### config.mk
export PLATFORM = sky130hd
export DESIGN_NAME = alu_operand_sequencer
export DESIGN_NICKNAME = d
export VERILOG_FILES = /design/src/rtl/alu_operand_sequencer.sv
export SDC_FILE = /design/constraint.sdc
export NUM_CORES = 1
export LEC_CHECK = 0
export CORE_ASPECT_RATIO = 0.9
export CORE_UTILIZATION = 54
export CTS_CLUSTER_DIAMETER = 80
export CTS_CLUSTER_SIZE = 24
export DETAILED_ROUTE_END_ITERATION = 6
export PLACE_DENSITY = 0.88
export SLEW_MARGIN = 20
export SYNTH_ARGS = -nofsm -noshare
export SYNTH_HDL_FRONTEND = slang
export SYNTH_SLANG_ARGS = --single-unit
### constraint.sdc
create_clock -name clk -period 2 [get_ports clk]
set_clock_uncertainty 0.05 [all_clocks]
set_input_delay 0.2 -clock clk [delete_from_list [all_inputs] [get_ports clk]]
set_output_delay 0.2 -clock clk [all_outputs]
set_load 0.01 [all_outputs]
### src/rtl/alu_operand_sequencer.sv
`timescale 1ns/1ps
// alu_operand_sequencer: debounced push-button entry of operands a, b and an opcode
// for the demo ALU, with optional timed auto-stepping of the opcode while in RUN.
module alu_operand_sequencer #(
   parameter int WIDTH           = 3,
   parameter int DEBOUNCE_CYCLES = 1_000_000,
   parameter int STEP_CYCLES     = 50_000_000
) (
   input  logic             clk,
   input  logic             rst_n,
   input  logic             btn_next,
   input  logic [WIDTH-1:0] sw,
   input  logic             auto_en,
   output logic [WIDTH-1:0] a,
   output logic [WIDTH-1:0] b,
   output logic [3:0]       op,
   output logic             op_valid,
   output logic [1:0]       entry_state
);

   localparam int DEB_W  = (DEBOUNCE_CYCLES > 1) ? $clog2(DEBOUNCE_CYCLES) : 1;
   localparam int STEP_W = (STEP_CYCLES > 1) ? $clog2(STEP_CYCLES) : 1;
   localparam logic [DEB_W-1:0]  DEB_LAST  = DEB_W'(DEBOUNCE_CYCLES - 1);
   localparam logic [STEP_W-1:0] STEP_LAST = STEP_W'(STEP_CYCLES - 1);

   typedef enum logic [1:0] {
      ENTER_A  = 2'd0,
      ENTER_B  = 2'd1,
      ENTER_OP = 2'd2,
      RUN      = 2'd3
   } state_t;

   // Two-flop synchronizers for every raw board input
   logic             btn_m, btn_s;
   logic             auto_m, auto_s;
   logic [WIDTH-1:0] sw_m, sw_s;

   always_ff @(posedge clk or negedge rst_n) begin
      if (!rst_n) begin
         btn_m  <= 1'b0;
         btn_s  <= 1'b0;
         auto_m <= 1'b0;
         auto_s <= 1'b0;
         sw_m   <= '0;
         sw_s   <= '0;
      end else begin
         btn_m  <= btn_next;
         btn_s  <= btn_m;
         auto_m <= auto_en;
         auto_s <= auto_m;
         sw_m   <= sw;
         sw_s   <= sw_m;
      end
   end

   // Debounce: accept a new button level only after DEBOUNCE_CYCLES disagreeing samples
   logic [DEB_W-1:0] deb_cnt;
   logic             btn_deb, btn_deb_d, press_evt;

   always_ff @(posedge clk or negedge rst_n) begin
      if (!rst_n) begin
         deb_cnt <= '0;
         btn_deb <= 1'b0;
      end else if (btn_s != btn_deb) begin
         if (deb_cnt == DEB_LAST) begin
            btn_deb <= btn_s;
            deb_cnt <= '0;
         end else begin
            deb_cnt <= deb_cnt + DEB_W'(1);
         end
      end else begin
         deb_cnt <= '0;
      end
   end

   always_ff @(posedge clk or negedge rst_n) begin
      if (!rst_n) begin
         btn_deb_d <= 1'b0;
         press_evt <= 1'b0;
      end else begin
         btn_deb_d <= btn_deb;
         press_evt <= btn_deb & ~btn_deb_d;
      end
   end

   // op_valid is a one-cycle strobe with no ready: the consumer must take a/b/op in the
   // cycle op_valid is high; the values then stay put until the next strobe or press.
   state_t            state, state_nx;
   logic [WIDTH-1:0]  a_nx, b_nx;
   logic [3:0]        op_nx;
   logic              op_valid_nx;
   logic [STEP_W-1:0] step_cnt, step_nx;

   always_ff @(posedge clk or negedge rst_n) begin
      if (!rst_n) begin
         state    <= ENTER_A;
         a        <= '0;
         b        <= '0;
         op       <= 4'd0;
         op_valid <= 1'b0;
         step_cnt <= '0;
      end else begin
         state    <= state_nx;
         a        <= a_nx;
         b        <= b_nx;
         op       <= op_nx;
         op_valid <= op_valid_nx;
         step_cnt <= step_nx;
      end
   end

   always_comb begin
      state_nx    = state;
      a_nx        = a;
      b_nx        = b;
      op_nx       = op;
      op_valid_nx = 1'b0;
      step_nx     = step_cnt;
      case (state)
         ENTER_A: begin
            if (press_evt) begin
               a_nx     = sw_s;
               state_nx = ENTER_B;
            end
         end
         ENTER_B: begin
            if (press_evt) begin
               b_nx     = sw_s;
               state_nx = ENTER_OP;
            end
         end
         ENTER_OP: begin
            if (press_evt) begin
               op_nx       = {1'b0, sw_s[2:0]};
               op_valid_nx = 1'b1;
               step_nx     = '0;
               state_nx    = RUN;
            end
         end
         RUN: begin
            // A press wins over a coincident auto-step
            if (press_evt) begin
               step_nx  = '0;
               state_nx = ENTER_A;
            end else if (auto_s) begin
               if (step_cnt == STEP_LAST) begin
                  op_nx       = {1'b0, op[2:0] + 3'd1};
                  op_valid_nx = 1'b1;
                  step_nx     = '0;
               end else begin
                  step_nx = step_cnt + STEP_W'(1);
               end
            end else begin
               step_nx = '0;
            end
         end
         default: state_nx = ENTER_A;
      endcase
   end

   assign entry_state = state;

endmodule

==> results.yml, run 1 <==
logic_synthesis:
  async_flop_share_pct: 100
  synth_cell_types: 60
  synth_area_leader_cell: "dfrtp_1"
  synth_edf_count: 0
  syn-instance-count: 336
  ys.flop_type: "dfrtp_1"
  synth-seq-cells: 71
  synth.top_cell.area_share_pct: 49.3
  synth_nets: 351
  synth.area.top_cells: "dfrtp_1, nor2_1, xnor2_1"
  ys_warn_count: 0
  synth_area_per_cell_um2: 10.7
  seq_area_frac_synth_pct: 49.3
  syn_area_um2: 3600
setup_path:
  crit_arrival_ps: 2120
  reg2reg_slack_ps: 70
  cp-startpoint: "step_cnt[0]"
  cp_data_required_time_ps: 2190
  r2r_end: "step_cnt[22]"
  start_kind: "register"
  cp_max_fo: 4
  end_kind: "register"
  path_class: "register to register"
  rr_worst_depth: 6
  r2r_start: "step_cnt[0]"
pwr:
  leakagePower_uw: 0.00194
  pwr-share-seq_pct: 53.1
  combPwrFrac_pct: 2.7
  p_clk_share_pct: 44.2
  p_int_uw: 2110
  p_sw_uw: 644
  switching_share_pct: 23.4
  power.density_nw_per_um2: 633
  ir_drop_v: 0.000603
sta:
  slew_viol_final: 0
  worst_slew_pin_slew_ps: 507
  max_slew_margin_pct: 66.2
  period_needed_ps: 1930
  fin_ws_ps: 68.9
  rsz0062_at_grt: "false"
  setup_viol: 0
  post-route-period-util_pct: 96.6
  tns_ps: 0
  fmax_ghz: 0.518
  finalHoldViolCount: 0
cts:
  clk_path_buf_depth: 2
  clk_pin_slew_ps: 80
  cts_tree: "built"
  cts_sinks: 71
  cts_root_buf: "clkbuf_8"
  cts_max_level: 3
  clk_latency_ps: 360
  numCtsBuffers: 9
layout:
  fin_nets: 401
  fin_area_um2: 4340
  n_antenna_cell: 0
  drive_gt1_share_pct: 22.0
  area_delta_synth_final_pct: 20.5
  fill_cells: 419
worst_hold_path:
  holdPathEnd: "sw_m[2]"
  hold_class: "input pin to register"
  hp-start: "sw[2]"
  holdPathStages: 1
detailed_routing:
  vias: 2796
  dr_wl_met3_um: 407
  wl_met2_um: 3940
  drt_iter0_drc: 195
  highest_layer: "met4"
  dr.pass1.iters: 5
  drc: 0
  ant_nets: 0
  m1WireLength_um: 3310
  drt_wl_total_um: 7840
  detail_route.wl_per_cell_um: 16.4
  vias_per_cell: 5.85
placed_design:
  numPortBuffers: 18
  place_ws_ps: -19.2
  placed_area_um2: 4030
  gp_congestion: 0.925
  dp_hpwl_um: 5380
outcome:
  status: "completed"
global_routing:
  grt_pass1_wl_um: 12900
  antenna_found_initial: 0
  grt.total_usage_pct: 24.6
  first_global_vias: 2725
  gr-total-overflow: 0
  grt_max_degree: 24
floorplan:
  start_util_pct: 57.3
  io_pins: 20
  die_h_um: 79.5
  chipWidth_um: 88.1
  rows: 27
  dieArea_um2: 7000
  core_area_um2: 6280
run:
  max_cap_viol_count: 0
==> worst max-delay path by stage <==
stage / depth (start not counted) / slack [ps] / to
5_1_grt: 6 / 3 / step_cnt[22]
3_5_place_dp: 6 / -20 / step_cnt[23]
6_report: 6 / 70 / step_cnt[22]
3_3_place_gp: 6 / 70 / step_cnt[23]
4_1_cts: 7 / 9 / step_cnt[22]
2_1_floorplan: 8 / 40 / step_cnt[13]
==> repair_timing <==
item | 4_1_cts | 5_1_grt
setup endpoints to repair | 4 | 12
resized for setup | 0 | 11
endpoints found under the hold margin | 20 | 0
pin swaps | 0 | 2
buffers inserted | 1 | 3
hold buffers | 1 | 0
==> placed cells by master (no fill, tap or decap), drive strengths merged, types with 8 or more instances in the layout <==
cell type,instances
a21oi,10
a31oi,12
and3,8
buf,32
clkbuf,10
clkdlybuf4s50,17
dfrtp,71
ha,8
inv,12
mux2,11
nand2,24
nand3,21
nand4,13
nor2,44
o21ai,9
xnor2,15
xor2,12
==> metrics by stage <==
stage	hold slack [ps]	utilization [%]	instances	power (µW)
global route	200	69.1	478	2850
CTS	207	67.9	475	2780
global placement	148	64.1	457	1560
detailed placement	158	64.1	457	1560
floorplan	-146	-	336	1510
finish	222	69.1	478	2750
==> metal layers <==
metal / vias up / GRT usage, %
met2: 101 / 40.7
met3: 20 / 7.96
met1: 1383 / 30.7
li1: 1292 / -
met5: - / 0
met4: 0 / 7.58
==> registers in the layout, summed over array words and instances, names as in the netlist <==
name         flops
step_cnt        26
deb_cnt         20
a                3
b                3
op               3
sw_m             3
sw_s             3
entry_state      2
auto_m           1
auto_s           1
btn_deb          1
btn_deb_d        1
btn_m            1
btn_s            1
op_valid         1
press_evt        1
==> synth_stat cells, drive strengths merged (4+ instances only) <==
cell,instances
buf,8
xor2,12
inv,9
nand2,24
nand3,21
and2,5
nor4b,4
o21ai,9
a21oi,10
nor4,4
nand2b,4
nor3,5
ha,8
mux2,11
xnor2,15
and4,7
dfrtp,71
nor2,44
a31oi,12
and3,8
nand4,13
==> power groups by stage <==
stage | sequential (µW) | combinational, µW | clock, µW
6_report | 1460 | 75.1 | 1220
5_1_grt | 1460 | 86.5 | 1310
4_1_cts | 1460 | 77.7 | 1240
3_5_place_dp | 1490 | 76.0 | 0
3_3_place_gp | 1490 | 71.6 | 0
2_1_floorplan | 1490 | 21.0 | 0
==> layout make-up <==
class | instances | area, µm² | area share (%)
Timing Repair Buffer | 50 | 455 | 10.5
Clock buffer | 10 | 138 | 3.17
Sequential cell | 71 | 1780 | 40.9
Multi-Input combinational cell | 245 | 1760 | 40.4
Clock inverter | 6 | 73.8 | 1.70
Tap cell | 87 | 109 | 2.51
Inverter | 9 | 33.8 | 0.778
==> cells by family (layout without fill, tap and decap cells) <==
kind of cell | after synthesis | after routing | synth area share [%]
simple gates | 150 | 150 | 24.5
flops | 71 | 71 | 49.3
compound gates | 45 | 45 | 8.75
xor+xnor | 27 | 27 | 6.56
buf+inv | 20 | 75 | 3.37
mux | 14 | 14 | 4.62
fa+ha+maj | 8 | 8 | 2.78
other cells | 1 | 1 | 0.104
==> critical path, cell delays in order (launching register included) <==
cell,delay (ps)
dfrtp_1,440
ha_4,180
nand4_1,180
nor4_4,400
nand3_2,120
and3_1,190
a221o_1,260
No activity file was read; power rests on OpenSTA's default activity.
==> inputs of run 2 (changes only) <==
--- a/config.mk
+++ b/config.mk
@@ -6,11 +6,11 @@
 export NUM_CORES = 1
 export LEC_CHECK = 0
 export CORE_ASPECT_RATIO = 0.9
-export CORE_UTILIZATION = 54
+export CORE_UTILIZATION = 59
 export CTS_CLUSTER_DIAMETER = 80
 export CTS_CLUSTER_SIZE = 24
 export DETAILED_ROUTE_END_ITERATION = 6
-export PLACE_DENSITY = 0.88
+export PLACE_DENSITY = 0.91
 export SLEW_MARGIN = 20
 export SYNTH_ARGS = -nofsm -noshare
 export SYNTH_HDL_FRONTEND = slang
==> constraint.sdc (replaced) <==
create_clock -name clk -period 1.8 [get_ports clk]
set_clock_uncertainty 0.05 [all_clocks]
set_input_delay 0.18 -clock clk [delete_from_list [all_inputs] [get_ports clk]]
set_output_delay 0.18 -clock clk [all_outputs]
set_load 0.01 [all_outputs]
==> run 2 against run 1 <==
Compared with the run above: the flow now finishes with violations (negative setup slack); critical endpoint is now op[1]; clock-buffer cell count unchanged; power rose by 6.9%; wire length up 21%; core utilization increased by 11 points; combinational power is 9.6% higher.
==> results.yml, run 2 (synthesized netlist as in run 1, its figures left out) <==
detailed_routing:
  detail_route.wl_per_cell_um: 19.0
  drt_iter0_drc: 240
  vias: 3023
  ant_nets: 0
  drc: 0
  dr.pass1.iters: 5
  vias_per_cell: 6.07
  drt_wl_total_um: 9470
setup_path:
  rr_worst_depth: 5
  cp_max_fo: 3
  end_kind: "register"
  path_buf_inv: 0
  r2r_start: "step_cnt[10]"
  crit_chain: "nor4b_2 > and4_4 > nand4_1 > nand2_2 > mux2_4"
  reg2reg_slack_ps: -110
  start_kind: "register"
  crit_cells: 5
  path_class: "register to register"
  slowest_delay_ps: 430
  r2r_end: "op[1]"
  path_delay_family: "simple AND/OR/NAND/NOR gates"
  cp_data_required_time_ps: 2000
  critPathSlowestCell: "dfrtp_1"
  crit_arrival_ps: 2100
placed_design:
  numPortBuffers: 18
  place_ws_ps: -195
  post-place-cells: 469
  placed_area_um2: 4240
  gp_congestion: 0.893
  dp_hpwl_um: 6090
floorplan:
  io_pins: 20
  rows: 26
  die_h_um: 76.1
  chipWidth_um: 84.4
  start_util_pct: 62.2
  dieArea_um2: 6420
  core_area_um2: 5790
cts:
  cts_sinks: 71
  numCtsBuffers: 9
  clk_pin_slew_ps: 90
  clk_latency_ps: 360
  cts_tree: "built"
  cts_root_buf: "clkbuf_8"
  cts_max_level: 3
  clk_path_buf_depth: 2
global_routing:
  gr-total-overflow: 0
  grt_max_degree: 29
  first_global_vias: 3084
  grt_pass1_wl_um: 14600
  antenna_found_initial: 0
  grt.total_usage_pct: 29.8
sta:
  whs_ps: 218
  period_needed_ps: 1910
  fin_ws_ps: -106
  rsz0062_at_grt: "true"
  setup_viol: 17
  post-route-period-util_pct: 106
  slew_viol_final: 0
  finalHoldViolCount: 0
  fmax_ghz: 0.525
layout:
  fin_nets: 438
  regMostFlops: "step_cnt"
  fin_area_um2: 4650
  final_cell_mix: "dfrtp_1, buf_4, nor2_1"
  n_antenna_cell: 0
  fin_cells: 498
  area_delta_synth_final_pct: 29.0
  drive_gt1_share_pct: 31.8
  top_regs: "step_cnt (26), deb_cnt (20)"
  fill_cells: 321
  final_common_cell: "dfrtp_1"
  largest_reg_flops: 26
outcome:
  violations: "negative setup slack"
  status: "finished with violations"
run:
  max_cap_viol_count: 0
pwr:
  power.density_nw_per_um2: 632
  power_uw: 2940
  leakagePower_uw: 0.00215
  ir_drop_v: 0.000618
worst_hold_path:
  hold_class: "input pin to asynchronous set/reset pin"
==> run 2: cell count changes in the layout (fill, tap and decap cells not counted), moves of 3 or more <==
cell     change
nor2_2       +3
nor2_1       -3
buf_6        +8
o21ai_0      -3
buf_4       +31
o21ai_1      +3
==> run 2: repair_timing <==
| action | in CTS | in global routing |
|---|---|---|
| cloned | 0 | 0 |
| hold endpoints to repair | 13 | 0 |
| pin swaps | 7 | 20 |
| hold buffers | 1 | 0 |
| resized for setup | 8 | 25 |
| endpoints found under the setup margin | 36 | 48 |
| buffers inserted | 3 | 10 |
==> run 2: cell type report <==
type / count / area, µm² / area share (%)
sequential: 71 / 1780 / 38.3
inverter: 9 / 33.8 / 0.727
tap: 70 / 87.6 / 1.88
clock buffer: 10 / 138 / 2.96
clock inverter: 6 / 51.3 / 1.10
multi-input combinational: 245 / 1820 / 39.2
timing repair buffer: 87 / 738 / 15.9
==> run 2: worst max path at each step <==
stage,from,to,slack (ps)
finish,step_cnt[10],op[1],-110
global route,step_cnt[10],op[1],-150
CTS,step_cnt[1],step_cnt[22],-80
detailed placement,deb_cnt[16],deb_cnt[6],-200
global placement,entry_state[1],step_cnt[22],-30
floorplan,entry_state[0],step_cnt[25],-50
==> run 2: metal layers <==
| metal | track usage, % | routed length (µm) | up-vias |
|---|---|---|---|
| met1 | 34.9 | 3650 | 1469 |
| met5 | 0 | 0 | - |
| li1 | - | - | 1366 |
| met3 | 7.58 | 479 | 48 |
| met2 | 50.5 | 4920 | 140 |
| met4 | 15.9 | 427 | 0 |
==> run 2: report_power, final <==
part / internal [µW] / switching (µW) / leakage (µW) / total, µW
Clock: 554 / 678 / 0.0000935 / 1230
Sequential: 1610 / 14.7 / 0.000963 / 1620
Combinational: 29.2 / 53.1 / 0.00109 / 82.3
==> run 2: worst register-to-register path, cell delays in order (launching register included) <==
cell,delay [ps]
dfrtp_1,430
nor4b_2,330
and4_4,310
nand4_1,200
nand2_2,170
mux2_4,310
==> run 2: metrics by stage <==
stage / utilization [%] / TNS [ps]
floorplan: - / -176
global placement: 73.3 / -99.2
detailed placement: 73.3 / -3330
CTS: 77.4 / -224
global route: 80.3 / -3450
finish: 80.3 / -518
==> inputs of run 3 (changes only) <==
--- a/config.mk
+++ b/config.mk
@@ -6,11 +6,11 @@
 export NUM_CORES = 1
 export LEC_CHECK = 0
 export CORE_ASPECT_RATIO = 0.9
-export CORE_UTILIZATION = 59
+export CORE_UTILIZATION = 40
 export CTS_CLUSTER_DIAMETER = 80
 export CTS_CLUSTER_SIZE = 24
 export DETAILED_ROUTE_END_ITERATION = 6
-export PLACE_DENSITY = 0.91
+export PLACE_DENSITY = 0.69
 export SLEW_MARGIN = 20
 export SYNTH_ARGS = -nofsm -noshare
 export SYNTH_HDL_FRONTEND = slang
==> run 3 against run 2 <==
Compared with the run above: the run still ends with negative setup slack left; non-clock buffer count fell by 6; design area barely moved; wire length fell by 16%; sequential cell count did not move; global-route usage fell by 11 points; maximum frequency rose by 2.5%; largest power group unchanged; highest routed layer unchanged.
==> results.yml, run 3 (synthesized netlist as in run 1, its figures left out) <==
detailed_routing:
  drc: 0
  vias_per_cell: 5.18
  detail_route.wl_per_cell_um: 14.8
  drt_iter0_drc: 83
  dr.pass1.iters: 4
  drt_wl_total_um: 7990
  ant_nets: 0
  vias: 2801
sta:
  whs_ps: 193
  fmax_ghz: 0.538
  rsz0062_at_grt: "true"
  slew_viol_final: 0
  period_needed_ps: 1860
  finalHoldViolCount: 0
  post-route-period-util_pct: 103
  fin_ws_ps: -60.0
  setup_viol: 7
floorplan:
  die_h_um: 92.0
  core_area_um2: 8650
  rows: 32
  io_pins: 20
  dieArea_um2: 9390
  chipWidth_um: 102
  start_util_pct: 41.7
pwr:
  p_int_uw: 2180
  p_sw_uw: 772
  p_clk_share_pct: 42.4
  combPwrFrac_pct: 2.6
  pwr-share-seq_pct: 55.0
  leakagePower_uw: 0.00212
  switching_share_pct: 26.1
  power.density_nw_per_um2: 635
  ir_drop_v: 0.000724
worst_hold_path:
  hold_class: "input pin to register"
cts:
  clk_latency_ps: 370
  cts_max_level: 3
  cts_sinks: 71
  clk_path_buf_depth: 2
  cts_tree: "built"
  cts_root_buf: "clkbuf_8"
  numCtsBuffers: 9
  clk_pin_slew_ps: 90
placed_design:
  gp_congestion: 0.884
  dp_hpwl_um: 5560
  placed_area_um2: 4270
  numPortBuffers: 18
  place_ws_ps: -48.9
  post-place-cells: 513
outcome:
  violations: "negative setup slack"
  status: "finished with violations"
global_routing:
  gr-total-overflow: 0
  grt_pass1_wl_um: 13500
  grt_max_degree: 36
  antenna_found_initial: 0
  first_global_vias: 2866
  grt.total_usage_pct: 18.9
layout:
  top_regs: "step_cnt (26), deb_cnt (20)"
  final_cell_mix: "dfrtp_1, buf_4, nor2_1"
  largest_reg_flops: 26
  n_antenna_cell: 0
  fin_cells: 541
  final_common_cell: "dfrtp_1"
  regMostFlops: "step_cnt"
  fin_nets: 432
  area_delta_synth_final_pct: 29.1
  fin_area_um2: 4650
  drive_gt1_share_pct: 30.6
setup_path:
  cp_data_required_time_ps: 2040
  start_kind: "register"
  cp_max_fo: 9
  end_kind: "register"
  crit_arrival_ps: 2100
  path_class: "register to register"
run:
  max_cap_viol_count: 0
-- run 3: cell types whose count changed in the layout (fill, tap and decap cells not counted), sizes merged --
| cell | previous run | this run |
|---|---|---|
| buf | 69 | 63 |
| clkbuf | 10 | 9 |
| clkinv | 3 | 1 |
| clkinvlp | 1 | 0 |
| inv | 11 | 15 |
-- run 3: repair_timing --
item	4_1_cts	5_1_grt
hold buffers	1	0
pin swaps	5	9
setup buffers	3	8
setup endpoints to repair	15	26
gates resized for setup	8	19
endpoints found under the hold margin	32	0
-- run 3: routing by layer --
metal	part of all wire [%]	vias up	routed length (µm)	track usage, %
li1	-	1356	-	-
met2	51	40	4040	30.6
met5	0	-	0	0
met3	2.8	14	223	4.95
met1	45	1391	3610	24.2
met4	1.5	0	117	6.90
-- run 3: worst paths after layout --
path / startpoint / end / slack [ps] / cells past startpoint
max: entry_state[0] / step_cnt[21] / -60 / 7
min: sw[0] / sw_m[0] / 190 / 1
max reg2reg: entry_state[0] / step_cnt[21] / -60 / 7
min reg2reg: btn_m / btn_s / 300 / 0
max in group asynchronous: rst_n / deb_cnt[2] / 790 / 3
min in group asynchronous: rst_n / step_cnt[25] / 260 / 2
-- run 3: area by class of cell --
cell class / count / area [µm²]
Clock buffer: 9 / 124
Clock inverter: 7 / 66.3
Fill cell: 780 / 4000
Inverter: 9 / 33.8
Multi-Input combinational cell: 245 / 1810
Sequential cell: 71 / 1780
Tap cell: 119 / 149
Timing Repair Buffer: 81 / 688
-- run 3: through the flow --
step                      total power [µW]  setup TNS (ps)  util, %
after floorplan                       1670            -176        -
after global placement                1730               0     49.4
after detailed placement              1730            -106     49.4
after CTS                             2990           -35.6     52.3
after global routing                  3050           -1310     53.8
final                                 2950            -159     53.8
-- run 3: power by group through the flow --
| stage | Clock, µW | Combinational, µW | Sequential [µW] |
|---|---|---|---|
| after floorplan | 0 | 23.3 | 1650 |
| after global placement | 0 | 76.8 | 1650 |
| after detailed placement | 0 | 79.3 | 1650 |
| after CTS | 1290 | 81.3 | 1620 |
| after global routing | 1330 | 88.9 | 1620 |
| final | 1250 | 77.4 | 1620 |
-- run 3: critical path: stages (launching register included) --
cell	delay, ps
dfrtp_1	400
inv_2	70
ha_4	180
and4bb_2	360
a21boi_4	270
buf_4	210
a31oi_1	90
a31oi_1	150
